## src/rtl/alu_arbiter_ctrl.sv

```systemverilog
// Round-robin front end that shares one 64-bit ALU between two requesters.
// Optional sticky overflow flag enabled by defining ALU_OVF_STICKY_EN.
module alu_arbiter_ctrl #(
    parameter int WIDTH = 64,
    parameter int CNT_W = 16
) (
    input  logic             clk,
    input  logic             rst_n,
    input  logic             req0_valid,
    output logic             req0_ready,
    input  logic [2:0]       req0_opcode,
    input  logic [WIDTH-1:0] req0_a,
    input  logic [WIDTH-1:0] req0_b,
    input  logic             req1_valid,
    output logic             req1_ready,
    input  logic [2:0]       req1_opcode,
    input  logic [WIDTH-1:0] req1_a,
    input  logic [WIDTH-1:0] req1_b,
    output logic             resp_valid,
    input  logic             resp_ready,
    output logic             resp_id,
    output logic [WIDTH-1:0] resp_result,
    output logic             resp_zero,
    output logic             resp_ovf,
    output logic             resp_err,
    output logic [WIDTH-1:0] alu_a,
    output logic [WIDTH-1:0] alu_b,
    output logic             alu_ainvert,
    output logic             alu_binvert,
    output logic             alu_cin,
    output logic [1:0]       alu_op,
    input  logic [WIDTH-1:0] alu_result,
    input  logic             alu_zero,
    input  logic             alu_overflow,
    output logic [CNT_W-1:0] op_count,
    input  logic             clr_sticky,
    output logic             ovf_sticky
);

    localparam logic [1:0] IDLE = 2'd0;
    localparam logic [1:0] EXEC = 2'd1;
    localparam logic [1:0] RESP = 2'd2;

    logic [1:0]       state;
    logic             last_grant;
    logic             cur_id;
    logic             cur_err;
    logic             cur_arith;
    logic             grant_any;
    logic             grant_id;
    logic             idle_grant;
    logic [2:0]       sel_opcode;
    logic [WIDTH-1:0] sel_a;
    logic [WIDTH-1:0] sel_b;
    logic             dec_ainv;
    logic             dec_binv;
    logic [1:0]       dec_op;
    logic             dec_cin;
    logic             dec_err;
    logic             dec_arith;

    // On contention the requester that did not win last time gets the grant.
    always_comb begin
        grant_any = 1'b0;
        grant_id  = 1'b0;
        if (req0_valid && req1_valid) begin
            grant_any = 1'b1;
            grant_id  = ~last_grant;
        end else if (req0_valid) begin
            grant_any = 1'b1;
        end else if (req1_valid) begin
            grant_any = 1'b1;
            grant_id  = 1'b1;
        end
    end

    assign idle_grant = rst_n && (state == IDLE) && grant_any;
    assign req0_ready = idle_grant && !grant_id;
    assign req1_ready = idle_grant && grant_id;

    assign sel_opcode = grant_id ? req1_opcode : req0_opcode;
    assign sel_a      = grant_id ? req1_a : req0_a;
    assign sel_b      = grant_id ? req1_b : req0_b;

    always_comb begin
        dec_ainv  = 1'b0;
        dec_binv  = 1'b0;
        dec_op    = 2'b00;
        dec_cin   = 1'b0;
        dec_err   = 1'b0;
        dec_arith = 1'b0;
        case (sel_opcode)
            3'b000: dec_op = 2'b00;
            3'b001: dec_op = 2'b01;
            3'b010: begin dec_op = 2'b10; dec_arith = 1'b1; end
            3'b011: begin dec_binv = 1'b1; dec_op = 2'b10; dec_cin = 1'b1; dec_arith = 1'b1; end
            3'b100: begin dec_ainv = 1'b1; dec_binv = 1'b1; dec_op = 2'b01; end
            3'b101: begin dec_ainv = 1'b1; dec_binv = 1'b1; dec_op = 2'b00; end
            3'b110: begin dec_binv = 1'b1; dec_op = 2'b11; dec_cin = 1'b1; dec_arith = 1'b1; end
            default: dec_err = 1'b1;
        endcase
    end

    always_ff @(posedge clk or negedge rst_n) begin
        if (!rst_n) begin
            state       <= IDLE;
            last_grant  <= 1'b1;
            cur_id      <= 1'b0;
            cur_err     <= 1'b0;
            cur_arith   <= 1'b0;
            alu_a       <= '0;
            alu_b       <= '0;
            alu_ainvert <= 1'b0;
            alu_binvert <= 1'b0;
            alu_cin     <= 1'b0;
            alu_op      <= 2'b00;
            resp_valid  <= 1'b0;
            resp_id     <= 1'b0;
            resp_result <= '0;
            resp_zero   <= 1'b0;
            resp_ovf    <= 1'b0;
            resp_err    <= 1'b0;
            op_count    <= '0;
        end else begin
            case (state)
                IDLE: begin
                    if (grant_any) begin
                        alu_a       <= sel_a;
                        alu_b       <= sel_b;
                        alu_ainvert <= dec_ainv;
                        alu_binvert <= dec_binv;
                        alu_op      <= dec_op;
                        alu_cin     <= dec_cin;
                        cur_id      <= grant_id;
                        cur_err     <= dec_err;
                        cur_arith   <= dec_arith;
                        last_grant  <= grant_id;
                        state       <= EXEC;
                    end
                end
                EXEC: begin
                    resp_id    <= cur_id;
                    resp_err   <= cur_err;
                    resp_valid <= 1'b1;
                    if (cur_err) begin
                        resp_result <= '0;
                        resp_zero   <= 1'b0;
                        resp_ovf    <= 1'b0;
                    end else begin
                        resp_result <= alu_result;
                        resp_zero   <= alu_zero;
                        resp_ovf    <= cur_arith && alu_overflow;
                    end
                    state <= RESP;
                end
                RESP: begin
                    if (resp_ready) begin
                        resp_valid <= 1'b0;
                        op_count   <= op_count + CNT_W'(1);
                        state      <= IDLE;
                    end
                end
                default: state <= IDLE;
            endcase
        end
    end

`ifdef ALU_OVF_STICKY_EN
    // A completing overflow response takes priority over a same-cycle clear.
    always_ff @(posedge clk or negedge rst_n) begin
        if (!rst_n) begin
            ovf_sticky <= 1'b0;
        end else if (resp_valid && resp_ready && resp_ovf) begin
            ovf_sticky <= 1'b1;
        end else if (clr_sticky) begin
            ovf_sticky <= 1'b0;
        end
    end
`else
    logic unused_clr_sticky;
    assign unused_clr_sticky = clr_sticky;
    assign ovf_sticky = 1'b0;
`endif

endmodule

```

## config.mk

```make
export PLATFORM = sky130hd
export DESIGN_NAME = alu_arbiter_ctrl
export DESIGN_NICKNAME = d
export VERILOG_FILES = /design/src/rtl/alu_arbiter_ctrl.sv
export SDC_FILE = /design/constraint.sdc
export NUM_CORES = 1
export LEC_CHECK = 0
export CORE_AREA = 3 3 212 214
export CTS_BUF_LIST = sky130_fd_sc_hd__clkbuf_8
export DETAILED_ROUTE_END_ITERATION = 16
export DIE_AREA = 0 0 215 217
export PLACE_DENSITY = 0.57
export SKIP_LAST_GASP = 1
export SLEW_MARGIN = 10
export SYNTH_ARGS = -nofsm -noshare
export SYNTH_HDL_FRONTEND = slang
export SYNTH_SLANG_ARGS = --single-unit
```

## constraint.sdc

```tcl
create_clock -name clk -period 2.4 [get_ports clk]
set_input_delay 0.72 -clock clk [delete_from_list [all_inputs] [get_ports clk]]
set_output_delay 0.72 -clock clk [all_outputs]
set_load 0.02 [all_outputs]
```

# Word-level counts from Yosys, hierarchy flattened
# Index checks and enable logic that the tools add are counted.
[op_classes] n_addsub=1 eq_ne=10 muxes=22 n_bitwise=1 n_reduce_logical=21
[op_table] operator="2-to-1 mux 64 bit" n=3
[op_table] operator="adder 16 x 1 -> 16 bit, second input constant" n=1
[op_table] operator="2-to-1 mux 1 bit" n=13
[op_table] operator="one-hot mux 2 bit (3 select lines)" n=2
[op_table] operator="== test 3 bit, second input constant" n=3
[op_table] operator="AND reduction 2 bit" n=4
[op_table] operator="OR reduction 2 bit" n=4
[op_table] operator="OR reduction 7 bit" n=1
[op_table] operator="== test 3 x 2 -> 1 bit, second input constant" n=2
[op_table] operator="logical AND 1 bit" n=6
[op_table] operator="2-to-1 mux 2 bit" n=2
[op_table] operator="!= test 2 bit, second input constant" n=2
[op_table] operator="OR reduction 4 bit" n=1
[op_table] operator="== test 3 x 1 -> 1 bit, second input constant" n=1
[op_table] operator="logical NOT 3 bit" n=1
[op_table] operator="2-to-1 mux 3 bit" n=1
[op_table] operator="OR reduction 3 bit" n=1
[op_table] operator="== test 2 x 1 -> 1 bit, second input constant" n=1
[op_table] operator="== test 2 bit, second input constant" n=1
[op_table] operator="logical NOT 2 bit" n=1
[op_table] operator="one-hot mux 1 bit (2 select lines)" n=1
[op_table] operator="nonzero test 2 bit" n=1
[op_table] operator="logical NOT 1 bit" n=1
[op_table] operator="inverter 1 bit" n=1
[word_totals] ff_bits=224 in_bits=334 out_inout_bits=221 elab_cells=73

# Logic depth before layout (Yosys ltp)
# Gate-level depths: netlist of the first run.
[logic_depth] ltp_word=7 mapped_depth=7 mapped_depth_nobuf=5

# Worst setup path after synthesis of the first run
# OpenSTA, ideal clock, no wires.
[synth_timing] path_type="input to output" from="input port req1_valid" to="output port req1_ready" arrival_time_ps=1556 required_ps=1680 setup_slack_ps=124 cell_stages=5 path_buffers=3 path_cell_list="a21boi_1 -> buf_4 -> buf_6 -> buf_6 -> and3_1"
[synth_via] elab_chain_len=5 elab_cells_between_ends=8 classes_between="mux: 5; reduce/logical: 3"
[synth_rtl] element="from (decl)" line="14" source="input logic req1_valid,"
[synth_rtl] element="2-to-1 mux 1 bit" line="71" source="end else if (req1_valid) begin"
[synth_rtl] element="2-to-1 mux 1 bit" line="69" source="end else if (req0_valid) begin"
[synth_rtl] element="2-to-1 mux 1 bit" line="66" source="if (req0_valid && req1_valid) begin"
[synth_rtl] element="logical AND 1 bit" line="77" source="assign idle_grant = rst_n && (state == IDLE) && grant_any;"
[synth_rtl] element="logical AND 1 bit (*)" line="79" source="assign req1_ready = idle_grant && grant_id;"
[synth_rtl] element="to (decl)" line="15" source="output logic req1_ready,"
# Mark *: on every way between the ends. The rest lies on a longest branch, timed or not.

# Final worst setup path of the first run
[layout_timing] from="register state[0]" to="output port req1_ready"
[layout_via] elab_chain_len=4
[layout_rtl] element="from (decl)" line="44" source="logic [1:0] state;"
[layout_rtl] element="from (signal assigned)" line="106" source="state <= IDLE;"
[layout_rtl] element="from (signal assigned)" line="138" source="state <= EXEC;"
[layout_rtl] element="from (signal assigned)" line="154" source="state <= RESP;"
[layout_rtl] element="logical NOT 2 bit" line="77"
[layout_rtl] element="logical AND 1 bit (2 in series)" line="77"
[layout_rtl] element="logical AND 1 bit" line="79"
# Every way passes these cells.

==> impl_metrics.csv, run 1 <==
group,metric,value,unit
status,status,"finished, final reports clean",
critical_path,cpMostUsedCell,"buf_4",
floorplan,io_pins,555,
global_route,met3_usage,4.80,%
critical_path,critPathMaxFanout,4,
logic_synthesis,syn-instance-count,973,
critical_path,r2r_end,"alu_b[49]",
global_route,grtUsageTotal,15.0,%
critical_path,slowest_delay,0.40,ns
logic_synthesis,syn_avg_cell_area,10.4,um2
global_route,grt_pass1_vias,9183,
clock_tree,cts_sinks,224,
critical_path,arrival,1.61,ns
power_and_ir_drop,power.leakage,7.44,nW
critical_path,start_kind,"flip-flop",
critical_path,cp.depth,4,
floorplan,floorplan.initialDensity,23.4,%
finish,seq_area,0.00561,mm2
placement,post_dp_cell_area,0.0162,mm2
finish,final_nets,1863,
sta,fmax,0.430,GHz
critical_path,worst-path-buf-inv,2,
global_route,grt_pass1_wl,54.9,mm
floorplan,die_area,0.0467,mm2
placement,dpl.hpwl,27.4,mm
sta,timing.final.ws_setup,0.0741,ns
logic_synthesis,synth_area_leaders,"dfrtp_1 55%, mux2i_1 13%, nand2_1 7.8%",
clock_tree,htree_levels,2,
critical_path,crit_end,"req1_ready",
finish,multi_input_area,0.00409,mm2
clock_tree,cts_max_path_buffers,3,
clock_tree,insertion_delay,0.57,ns
logic_synthesis,synth_ff_type,"dfrtp_1",
critical_path,worstSetupStartpoint,"state[0]",
worst_hold_path,hold_class,"in -> async",
global_route,grt_max_degree,152,
sta,finalMaxSlewViolations,0,
floorplan,core,0.0431,mm2
finish,final_util,39.6,%
routing,routedWlPerCell,16.8,um
power_and_ir_drop,powerDensity,1210,mW/mm2
critical_path,r2r_setup_slack,0.26,ns
critical_path,crit_chain,"nor2_4, buf_4, and3_1, buf_4",
routing,via_per_inst,4.14,
finish,diodes,0,
floorplan,rows,76,
clock_tree,root_buffer,"clkbuf_8",
routing,via_count,8850,
clock_tree,cts.reportedPaths.clkPinSlew,0.06,ns
finish,drive_gt1_share,6.95,%
logic_synthesis,synth_edf_count,0,
critical_path,required,1.68,ns
logic_synthesis,synth_warnings,0,
critical_path,reg2reg_depth,6,
floorplan,die_width,215,um
logic_synthesis,synth_area_leader_cell,"dfrtp_1",
logic_synthesis,syn_area,0.0101,mm2
critical_path,r2r-start,"state[0]",
clock_tree,cts_buffers,43,
sta,relSlewSlack,41.3,%
routing,drc,0,
routing,drt_iter0_markers,387,
sta,post-route-min-period,2.33,ns
placement,gp_congestion,0.789,
routing,antenna_left,0,
placement,place_ws,-0.767,ns
sta,timing.final.crit_share,96.9,%
sta,rsz0062_at_grt,"yes",
routing,firstDrtPassIters,4,
floorplan,fp.dieH,217,um
finish,final_area,0.0171,mm2
sta,setup_violations,0,
logic_synthesis,seq_area_frac_synth,55.5,%
clock_tree,cts_tree,"yes",
critical_path,crit_family,"flip-flops",
finish,fillers,4337,
logic_synthesis,ys_seq_elements,224,
global_route,grtUsageMet1,17.7,%
placement,port_buffers,552,
routing,totalWireLength,35.9,mm
sta,tns,0,ns
job,drv_cap,0,
logic_synthesis,synth_cell_types,39,
sta,worst_pin_slew,0.880,ns
finish,area_growth,68.9,%
global_route,grt.busiest_layer,"met2",
critical_path,slowest_stage,"dfrtp_1",
power_and_ir_drop,peakVddDrop,475,uV
global_route,overflow,0,
global_route,antenna_found_initial,0,
critical_path,crit_type,"reg -> out",
logic_synthesis,synth_top_area_share,55.2,%
logic_synthesis,synth.net_count,1308,
logic_synthesis,async_flop_share,100,%
critical_path,cp-end-kind,"output port",
sta,fin_skew,0.0255,ns
global_route,grt_util_met2,26.4,%
clock_tree,cts_hold_buf,0,
sta,finalHoldViolCount,0,
power_and_ir_drop,finalPower,0.0206,W
==> layout make-up <==
type,instances,share of cell area [%]
Sequential cell,224,32.9
Inverter,4,0.0880
Tap cell,585,4.29
Clock buffer,54,4.36
Multi-Input combinational cell,674,24.0
Timing Repair Buffer,581,33.8
Clock inverter,17,0.587
==> stage by stage <==
| step | hold WS [ns] | cells |
|---|---|---|
| 2_1_floorplan | 0.424 | 973 |
| 3_3_place_gp | 0.462 | 2062 |
| 3_5_place_dp | 0.469 | 2062 |
| 4_1_cts | 0.112 | 2137 |
| 5_1_grt | 0.149 | 2139 |
| 6_report | 0.180 | 2139 |
==> state kept, by name, indices dropped and copies added (netlist names) <==
signal	flops
state	2
alu_binvert	1
alu_a	64
cur_id	1
op_count	16
alu_op	2
resp_zero	1
alu_b	64
cur_arith	1
resp_result	64
last_grant	1
resp_id	1
resp_ovf	1
alu_ainvert	1
resp_valid	1
cur_err	1
alu_cin	1
resp_err	1
==> power by group <==
| part | internal [W] | switching, W | total, W |
|---|---|---|---|
| combinational | 0.00473 | 0.00567 | 0.0104 |
| clock | 0.00211 | 0.00163 | 0.00374 |
| sequential | 0.00555 | 0.000957 | 0.00651 |
==> repair_timing <==
item | CTS | global route
setup endpoints to repair | 20 | 4
pin swaps | 2 | 2
setup buffers | 4 | 2
endpoints found under the hold margin | 0 | 0
gates resized for setup | 33 | 5
==> layer usage <==
metal / share of wire [%] / vias up
met3: 7.9 / 42
met4: 2.0 / 0
met2: 50 / 320
li1: - / 4389
met5: 0 / -
met1: 40 / 4099
==> logic make-up (layout without fill, tap and decap cells) <==
family	Yosys count	count (layout)	share of synthesized area (%)
simple gates	306	306	14.1
flops	224	224	55.5
compound gates	214	214	11.0
mux	134	134	13.3
buf+inv	75	656	4.41
xor+xnor	18	18	1.56
fa+ha+maj	1	1	0.124
other cells	1	1	0.0371
==> cells in the mapped netlist (4+ instances only) <==
master,n
a21oi_1,6
buf_2,20
buf_4,6
buf_6,14
clkbuf_1,30
dfrtp_1,223
inv_1,4
mux2i_1,131
nand2_1,210
nand2b_1,68
nand4_1,4
nor2_1,6
o21ai_0,121
o21ai_1,75
xnor2_1,16
==> cells in the final DEF, fill, tap and decap left out, drive strengths merged, types with 2 or more instances in the layout <==
cell type / instances
buf: 32
dfrtp: 223
xnor2: 16
clkbuf: 54
nor4: 2
and3: 3
o21ai: 197
and4: 2
nand3: 5
clkinv: 2
mux2i: 131
nand4: 6
nand2: 210
a21oi: 6
dlymetal6s2s: 2
dlygate4sd2: 19
nand2b: 68
nor2: 7
xor2: 2
clkdlybuf4s50: 528
mux2: 3
a31oi: 2
inv: 18
o31ai: 3
a21o: 3
==> worst min path at each step <==
stage	startpoint	endpoint	slack, ns
after floorplan	rst_n	alu_a[0]	0.42
after global placement	op_count[15]	op_count[15]	0.46
after detailed placement	alu_b[54]	alu_b[54]	0.47
final	rst_n	alu_a[28]	0.18
after global routing	rst_n	alu_a[28]	0.15
after CTS	rst_n	alu_a[28]	0.11
Note: power is estimated with default switching activity, not from simulation.
==> inputs of run 2 (changes only) <==
Settings changed: ABC_AREA set to 1, CORE_AREA 3 3 212 214 to 3 3 214 216, DIE_AREA 0 0 215 217 to 0 0 217 219, PLACE_DENSITY 0.57 to 0.55.
==> run 2 against run 1 <==
Critical path type unchanged. Clock power increased by 2%. Routed wire length grew 13%. Cell area down 2.8%. Worst setup slack worse by 0.15 ns. Total power is 2.2% higher. Flip-flop and latch count unchanged. Hold slack lost 0.065 ns. Highest routed layer is now met5. Register-to-register slack gained 0.12 ns. Die area rose by 1.9%. Critical path depth grew 2. Count of clock-buffer cells in the layout unchanged. Largest power group unchanged. The flow now finishes with violations (negative setup slack). Critical endpoint is now req0_ready. Combinational power barely moved.
==> impl_metrics.csv, run 2 <==
group,metric,value,unit
global_route,grt_pass1_vias,9966,
routing,via_per_inst,4.37,
power_and_ir_drop,powerDensity,1270,mW/mm2
floorplan,core,0.0441,mm2
finish,final_area,0.0166,mm2
logic_synthesis,yosys-top-cells-count,"223 x dfrtp_1, 189 x nand2_1, 144 x nor2_1",
sta,finalMaxSlewViolations,0,
clock_tree,htree_levels,2,
finish,final_nets,1918,
status,status,"finished, violations left",
global_route,grt_pass1_wl,60.1,mm
finish,top_regs,"alu_a x64, alu_b x64, resp_result x64",
worst_hold_path,hold_class,"in -> async",
floorplan,die_width,217,um
clock_tree,cts_tree,"yes",
logic_synthesis,synth_warnings,0,
finish,drive_gt1_share,6.69,%
logic_synthesis,syn_area,0.00951,mm2
status,violations,"negative setup slack",
power_and_ir_drop,peakVddDrop,680,uV
job,drv_cap,0,
global_route,antenna_found_initial,1,
logic_synthesis,syn-instance-count,1026,
global_route,grtUsageTotal,16.3,%
global_route,grtUsageMet1,18.6,%
floorplan,fp.dieH,219,um
clock_tree,insertion_delay,0.58,ns
logic_synthesis,ys_seq_elements,224,
routing,drt_iter0_markers,495,
sta,worst_pin_slew,0.928,ns
placement,dpl.hpwl,29.6,mm
power_and_ir_drop,power.leakage,7.36,nW
placement,port_buffers,552,
logic_synthesis,syn_avg_cell_area,9.27,um2
logic_synthesis,synth_area_leaders,"dfrtp_1 59%, nand2_1 7.5%, o21ai_0 7.3%",
sta,relSlewSlack,38.2,%
floorplan,io_pins,555,
critical_path,cp-end-kind,"output port",
logic_synthesis,synth_ff_type,"dfrtp_1",
critical_path,crit_type,"reg -> out",
routing,antenna_left,0,
logic_synthesis,synth_edf_count,0,
critical_path,required,1.68,ns
logic_synthesis,synth_cell_types,28,
placement,gp_congestion,0.821,
logic_synthesis,async_flop_share,100,%
finish,area_growth,74.2,%
sta,post-route-min-period,2.47,ns
finish,fillers,4581,
logic_synthesis,seq_area_frac_synth,58.9,%
sta,rsz0062_at_grt,"yes",
finish,final_util,37.6,%
clock_tree,cts_max_path_buffers,3,
global_route,grt.busiest_layer,"met2",
finish,final_cell_mix,"503 x clkdlybuf4s50_1, 223 x dfrtp_1, 189 x nand2_1, 143 x nor2_1, 139 x o21ai_0",
clock_tree,cts_hold_buf,0,
routing,via_count,9640,
routing,drc,0,
finish,final_common_cell,"clkdlybuf4s50_1",
clock_tree,cts.reportedPaths.clkPinSlew,0.06,ns
clock_tree,cts_buffers,44,
sta,timing.final.ws_setup,-0.0737,ns
sta,setup_violations,2,
critical_path,arrival,1.75,ns
finish,diodes,0,
critical_path,start_kind,"flip-flop",
sta,fin_skew,0.0183,ns
floorplan,rows,77,
clock_tree,root_buffer,"clkbuf_8",
global_route,grt_util_met2,28.3,%
floorplan,floorplan.initialDensity,21.6,%
floorplan,die_area,0.0475,mm2
sta,finalHoldViolCount,0,
sta,timing.final.crit_share,103,%
logic_synthesis,yosysMostFrequentCell,"dfrtp_1",
routing,firstDrtPassIters,4,
clock_tree,cts_sinks,224,
global_route,grt_max_degree,120,
global_route,met3_usage,5.88,%
routing,routedWlPerCell,18.4,um
global_route,overflow,0,
sta,fmax,0.404,GHz
routing,totalWireLength,40.5,mm
logic_synthesis,synth.net_count,1361,
placement,post_dp_cell_area,0.0157,mm2
logic_synthesis,synth_top_area_share,58.7,%
critical_path,critPathMaxFanout,3,
critical_path,reg2reg_depth,7,
logic_synthesis,synth_area_leader_cell,"dfrtp_1",
## run 2: changes by cell type in the layout (fill, tap and decap cells not counted), sizes merged, moves of 8 or more
| cell | delta |
|---|---|
| nor2 | +142 |
| mux2i | -131 |
| nand2b | -68 |
| o21ai | +65 |
| a22o | +64 |
| clkdlybuf4s50 | -25 |
| inv | +25 |
| nand2 | -20 |
| dlymetal6s2s | +17 |
| xnor2 | -12 |
| dlygate4sd2 | +8 |
| nand3 | +8 |
## run 2: final timing paths
check                           start               to  slack (ns)
setup / recovery             state[0]       req0_ready       -0.07
hold / removal                  rst_n        alu_a[34]        0.12
setup reg to reg           last_grant        alu_a[21]        0.38
hold reg to reg            last_grant       last_grant        0.47
max in group asynchronous       rst_n  resp_result[22]        1.23
min in group clk           last_grant       last_grant        0.47
## run 2: worst max-delay path: stages, from the launching register on
cell and delay, ns:
dfrtp_1 0.38, or2_4 0.27, nor2_4 0.11, buf_6 0.12, inv_4 0.03, nor3_2 0.10
buf_4 0.17
## run 2: cells by family after synthesis
logic type	synth area share (%)
other cells	0.0394
fa+ha+maj	0.131
simple gates	15.0
buf+inv	5.18
xor+xnor	0.921
compound gates	19.8
flops	58.9
## run 2: power by group
part | total [W] | internal, W | switching, W | leakage (nW)
combinational | 0.0107 | 0.00478 | 0.00589 | 4.10
clock | 0.00382 | 0.00213 | 0.00169 | 0.500
sequential | 0.00660 | 0.00556 | 0.00105 | 2.76
## run 2: routing by layer
metal	up-vias	wire length (um)
met3	74	3700
met2	437	19700
met1	4562	15900
li1	4565	-
met5	-	13
met4	2	1190
## run 2: final cells by class
| cell class | count | area, um2 | area share (%) |
|---|---|---|---|
| timing repair buffer | 583 | 5810 | 35.1 |
| multi-input combinational | 702 | 3430 | 20.7 |
| clock buffer | 54 | 743 | 4.48 |
| sequential | 224 | 5610 | 33.8 |
| inverter | 28 | 109 | 0.657 |
| clock inverter | 23 | 128 | 0.770 |
| tap | 592 | 741 | 4.47 |
## run 2: repair_timing
| item | CTS | global route |
|---|---|---|
| pin swaps | 1 | 2 |
| endpoints found under the setup margin | 29 | 19 |
| hold endpoints to repair | 0 | 0 |
| gates resized for setup | 40 | 21 |
| buffers inserted | 4 | 0 |
## run 2: through the flow
| stage | instances | power, W | setup TNS, ns | hold slack (ns) | setup WS, ns |
|---|---|---|---|---|---|
| 2_1_floorplan | 1026 | 0.0120 | 0 | 0.424 | 0.0197 |
| 3_3_place_gp | 2125 | 0.0174 | -26.86 | 0.457 | -0.646 |
| 3_5_place_dp | 2125 | 0.0175 | -27.70 | 0.464 | -0.620 |
| 4_1_cts | 2206 | 0.0215 | -0.265 | 0.0507 | -0.161 |
| 5_1_grt | 2206 | 0.0225 | -0.306 | 0.0734 | -0.172 |
| 6_report | 2206 | 0.0211 | -0.0896 | 0.115 | -0.0737 |
